### src/rtl/ysyx_22051013_mem_arb.sv
// Shares one bus-attached memory port between instruction fetch and load/store.
// One outstanding transaction; LS has priority, with a starvation guard for IF.
module ysyx_22051013_mem_arb #(
    parameter int unsigned AW         = 64,
    parameter int unsigned DW         = 64,
    parameter int unsigned STARVE_MAX = 4
) (
    input  logic            clk,
    input  logic            rst,

    input  logic            if_req_valid,
    output logic            if_req_ready,
    input  logic [AW-1:0]   if_addr,
    output logic            if_resp_valid,
    output logic [DW-1:0]   if_rdata,

    input  logic            ls_req_valid,
    output logic            ls_req_ready,
    input  logic [AW-1:0]   ls_addr,
    input  logic            ls_wen,
    input  logic [DW-1:0]   ls_wdata,
    input  logic [DW/8-1:0] ls_wmask,
    output logic            ls_resp_valid,
    output logic [DW-1:0]   ls_rdata,

    output logic            mem_req_valid,
    input  logic            mem_req_ready,
    output logic [AW-1:0]   mem_addr,
    output logic            mem_wen,
    output logic [DW-1:0]   mem_wdata,
    output logic [DW/8-1:0] mem_wmask,
    input  logic            mem_resp_valid,
    input  logic [DW-1:0]   mem_rdata,

    output logic            arb_busy,
    output logic            arb_owner
);
    localparam int unsigned MW = DW / 8;
    localparam int unsigned CW = $clog2(STARVE_MAX + 1);

    typedef enum logic [1:0] {
        S_IDLE = 2'd0,
        S_REQ  = 2'd1,
        S_WAIT = 2'd2
    } state_e;

    state_e        state_q, state_d;
    logic [CW-1:0] starve_q, starve_d;
    logic          owner_q, owner_d;
    logic [AW-1:0] addr_q, addr_d;
    logic          wen_q, wen_d;
    logic [DW-1:0] wdata_q, wdata_d;
    logic [MW-1:0] wmask_q, wmask_d;

    // Next-state, grant and handshake decode
    always_comb begin
        state_d       = state_q;
        starve_d      = starve_q;
        owner_d       = owner_q;
        addr_d        = addr_q;
        wen_d         = wen_q;
        wdata_d       = wdata_q;
        wmask_d       = wmask_q;
        if_req_ready  = 1'b0;
        ls_req_ready  = 1'b0;
        mem_req_valid = 1'b0;
        if_resp_valid = 1'b0;
        ls_resp_valid = 1'b0;

        if (!rst) begin
            case (state_q)
                S_IDLE: begin
                    if (ls_req_valid && !(if_req_valid && starve_q == CW'(STARVE_MAX))) begin
                        ls_req_ready = 1'b1;
                        owner_d      = 1'b1;
                        addr_d       = ls_addr;
                        wen_d        = ls_wen;
                        wdata_d      = ls_wdata;
                        wmask_d      = ls_wmask;
                        state_d      = S_REQ;
                        // A contested LS win only happens below STARVE_MAX, so this saturates
                        if (if_req_valid) begin
                            starve_d = starve_q + CW'(1);
                        end
                    end else if (if_req_valid) begin
                        if_req_ready = 1'b1;
                        owner_d      = 1'b0;
                        addr_d       = if_addr;
                        wen_d        = 1'b0;
                        wdata_d      = '0;
                        wmask_d      = '0;
                        starve_d     = '0;
                        state_d      = S_REQ;
                    end
                end
                S_REQ: begin
                    mem_req_valid = 1'b1;
                    if (mem_req_ready) begin
                        state_d = S_WAIT;
                    end
                end
                S_WAIT: begin
                    if (mem_resp_valid) begin
                        if (owner_q) begin
                            ls_resp_valid = 1'b1;
                        end else begin
                            if_resp_valid = 1'b1;
                        end
                        state_d = S_IDLE;
                    end
                end
                default: state_d = S_IDLE;
            endcase
        end
    end

    always_ff @(posedge clk) begin
        if (rst) begin
            state_q  <= S_IDLE;
            starve_q <= '0;
            owner_q  <= 1'b0;
            addr_q   <= '0;
            wen_q    <= 1'b0;
            wdata_q  <= '0;
            wmask_q  <= '0;
        end else begin
            state_q  <= state_d;
            starve_q <= starve_d;
            owner_q  <= owner_d;
            addr_q   <= addr_d;
            wen_q    <= wen_d;
            wdata_q  <= wdata_d;
            wmask_q  <= wmask_d;
        end
    end

    assign mem_addr  = addr_q;
    assign mem_wen   = wen_q;
    assign mem_wdata = wdata_q;
    assign mem_wmask = wmask_q;
    assign arb_busy  = (state_q != S_IDLE);
    assign arb_owner = owner_q;
    assign if_rdata  = mem_rdata;
    assign ls_rdata  = mem_rdata;

endmodule

### config.mk
export PLATFORM = sky130hd
export DESIGN_NAME = ysyx_22051013_mem_arb
export DESIGN_NICKNAME = d
export VERILOG_FILES = /design/src/rtl/ysyx_22051013_mem_arb.sv
export SDC_FILE = /design/constraint.sdc
export NUM_CORES = 1
export LEC_CHECK = 0
export ABC_AREA = 1
export CAP_MARGIN = 20
export CORE_AREA = 2 2 209 211
export DETAILED_ROUTE_END_ITERATION = 8
export DIE_AREA = 0 0 211 213
export GPL_TIMING_DRIVEN = 1
export SYNTH_ARGS = -nofsm -noshare
export SYNTH_HDL_FRONTEND = slang
export SYNTH_SLANG_ARGS = --single-unit
### constraint.sdc
create_clock -name clk -period 1.73 [get_ports clk]
set_input_delay 0.2595 -clock clk [delete_from_list [all_inputs] [get_ports clk]]
set_output_delay 0.2595 -clock clk [all_outputs]
set_load 0.1 [all_outputs]
==> impl_results.md <==
* Final Setup Violations at 2
* Post-synthesis cell count at 1,053
* Arr. time, crit path at 1590 ps
* Core ar. at 0.04270 mm2
* Dpl cells at 1,786
* DR pass1 iterations at 4
* Hold WS at 267.0 ps
* Crit path from: starve_q[1]
* Crit path required time at 1470 ps
* Global route overflow at 0
* Reg-to-Reg Start: starve_q[1]
* Hold Buf Count CTS at 0
* Distinct cells, synth at 26
* Sw power at 5.228 mW
* Hold Fails Final Rpt at 0
* Clock power share at 29.6%
* Final HPWL DP at 20,050 um
* Root Buffer: clkbuf_16
* Pleak at 5.817 nW
* TritonCTS clock tree: built
* Initial DRC count at 292
* Final max-slew violation count at 0
* Yosys top cell area share at 39.47%
* Number of flops mapped to enable cells by yosys at 0
* Syn Std Cell Area at 0.007253 mm2
* Average wire per standard cell at 14.56 um
* Crit share post-route at 106.9%
* Register area at 0.002872 mm2
* Layout cells sized above 1 at 19.06%
* Status: complete, but fails checks
* Relative slew slack at 75.48%
* Setup TNS at -221.3 ps
* Fillers at 4,491
* Post-route total power at 12.99 mW
* Synth Area per Inst at 6.888 um2
* PwrDens at 1019 mW/mm2
* Global-route wire length before repair at 39,250 um
* Worst-Skew Late Latency at 470 ps
* GR Util All Layers at 11.80%
* DP Area at 0.01205 mm2
* Setup crit start kind: flop
* Dominant cells by area after synthesis: dfxtp_1 (39%), nand2_1 (15%), nand3_1 (14%)
* Area leader, netlist: dfxtp_1
* RSZ-0062 raised after global routing: true
* R2R setup slack at 140 ps
* Reg power frac at 30.3%
* Worst-Margin Slew at 367.9 ps
* Initial cell density of the core at 16.99%
* Std cell rows at 76
* Vias in the first global route at 6,852
* Clock skew at 19.37 ps
* Drc violations at 0
* Synth warn at 0
* RD Place Congestion at 0.7712
* Worst Hold End: state_q[0]
* Via total after detailed routing at 7,126
* Combinational share of power at 40.1%
* Worst r2r path cells at 11
* Synth Register Bits at 143
* Port bufs at 350
* I/O Pins at 543
* Syn_nets at 1,326
* Slowest stage delay, CP at 340 ps
* Critical R2R Capture: mem_addr[58]
* Layout Nets at 1,540
* Clk slew on worst S/H paths at 70 ps
* Antenna violations before repair at 1
* Worst Setup End Kind: output pin
* Area taken by multi-input logic gates at 0.002686 mm2
* Worst vdd ir at 0.6404 mV
* Vias per std cell at 3.900
* Sw frac at 40.25%
* Max Clk Rate at 540.6 MHz
* Area growth syn-to-layout at 75.80%
* Largest net degree at the start of global routing at 72
* Fin cells at 1,827
* Dominant synthesized flop cell: dfxtp_1
* Critical-path cell list: inv_2, ha_4, nand3_4, nand2_4, nor2_4, buf_12, buf_16
* Final worst path period need at 1850 ps
* Failing checks: negative setup slack
* Asr flop ratio synth at 0%
* Hold path start: rst
* Chip Width at 211 um
* Final instance area at 0.01275 mm2
* Clock buffer depth at 2
* CP Max Fanout at 4
* Clk sinks at 143
* Crit path kind: reg2out
* Hold Path Stages at 3
* H-tree depth at 4
* Full die area at 0.04494 mm2
* Remaining antenna violation count after routing at 0
* Sequential-to-total area share from yosys stat at 39.47%
* Internal Power at 7.760 mW
* Worst setup margin at -119.8 ps
* Clock buffer count from CTS at 17
* Die height at 213 um
* Detailed Route WL at 26,600 um
* Min-delay worst type: in2reg
* Slowest cell on crit path: dfxtp_2
* Max cap viols at 0
cell usage in the layout (no fill, tap or decap), types with 3 or more instances in the layout:
master           instances
nor2_4                   4
inv_1                  134
buf_4                   27
nand2_1                277
buf_12                 155
dfxtp_1                138
inv_6                    6
clkdlybuf4s50_1        204
nand3_1                202
nand2_4                  4
clkbuf_16               17
nor2_1                   6
inv_8                    3
nand2_2                  3
a21oi_1                 66
inv_2                    4
dfxtp_2                  4
power groups by stage:
| stage | clock network [mW] | logic, mW | registers [mW] |
|---|---|---|---|
| 6_report | 3.84 | 5.21 | 3.94 |
| 5_1_grt | 4.14 | 5.45 | 3.98 |
| 4_1_cts | 4.07 | 5.25 | 3.94 |
| 3_5_place_dp | 0 | 5.21 | 4.01 |
| 3_3_place_gp | 0 | 5.19 | 4.00 |
| 2_1_floorplan | 0 | 2.33 | 5.97 |
metrics by stage:
stage               util, %  worst slack [ps]
floorplan                 -            -205.5
global placement      28.21            -180.9
detailed placement    28.21            -204.9
CTS                   29.82            -300.4
global route          29.86            -205.2
finish                29.86            -119.8
worst max-delay path by stage:
stage,cells past startpoint,slack [ps],end
final,7,-120,ls_req_ready
after global routing,6,-210,if_req_ready
after detailed placement,8,-200,if_req_ready
after global placement,8,-180,if_req_ready
after floorplan,3,-210,if_resp_valid
after CTS,8,-300,ls_req_ready
layout make-up:
| class | instances | area share, % |
|---|---|---|
| Sequential cell | 143 | 22.52 |
| Multi-Input combinational cell | 577 | 21.07 |
| Inverter | 139 | 4.111 |
| Timing Repair Buffer | 389 | 42.23 |
| Antenna cell | 1 | 0.01963 |
| Tap cell | 546 | 5.358 |
| Clock inverter | 15 | 1.354 |
| Clock buffer | 17 | 3.336 |
routing by layer:
layer	GRT usage, %	share of wire (%)	vias up
met1	12.03	38	3196
met3	5.030	8.1	86
met5	0	0	-
li1	-	-	3579
met2	19.77	49	265
met4	7.892	4.8	0
timing repair:
action                                  CTS  global route
endpoints found under the setup margin    5            19
buffers inserted                          6             3
resized for setup                        13             7
pin swaps                                 3             3
sequential cells by signal (all words and copies together), names as in the netlist:
| name | count |
|---|---|
| mem_wdata | 64 |
| mem_addr | 64 |
| arb_owner | 1 |
| mem_wen | 1 |
| state_q | 2 |
| starve_q | 3 |
| mem_wmask | 8 |
synth_stat cells, types with 2 or more instances:
| cell | count |
|---|---|
| nand2_1 | 283 |
| o21ai_1 | 2 |
| nor3_1 | 2 |
| nor2_1 | 7 |
| inv_1 | 138 |
| nor2_2 | 2 |
| buf_2 | 34 |
| buf_4 | 129 |
| a21oi_1 | 66 |
| buf_1 | 4 |
| dfxtp_1 | 143 |
| buf_6 | 5 |
| nand3_1 | 202 |
| clkbuf_1 | 22 |
| o21ai_0 | 2 |
| ha_1 | 2 |
critical path: cells and delay by family (launching register included):
family / cells / cell delay, ps
fa+ha+maj: 1 / 160
flops: 1 / 340
simple gates: 3 / 280
buf+inv: 3 / 330
cell families after synthesis:
| kind of cell | after synthesis | synth area share [%] |
|---|---|---|
| flops | 143 | 39.47 |
| buf+inv | 333 | 25.01 |
| simple gates | 501 | 29.83 |
| fa+ha+maj | 2 | 0.3450 |
| compound gates | 74 | 5.348 |
Note: power is estimated with default switching activity, not from simulation.
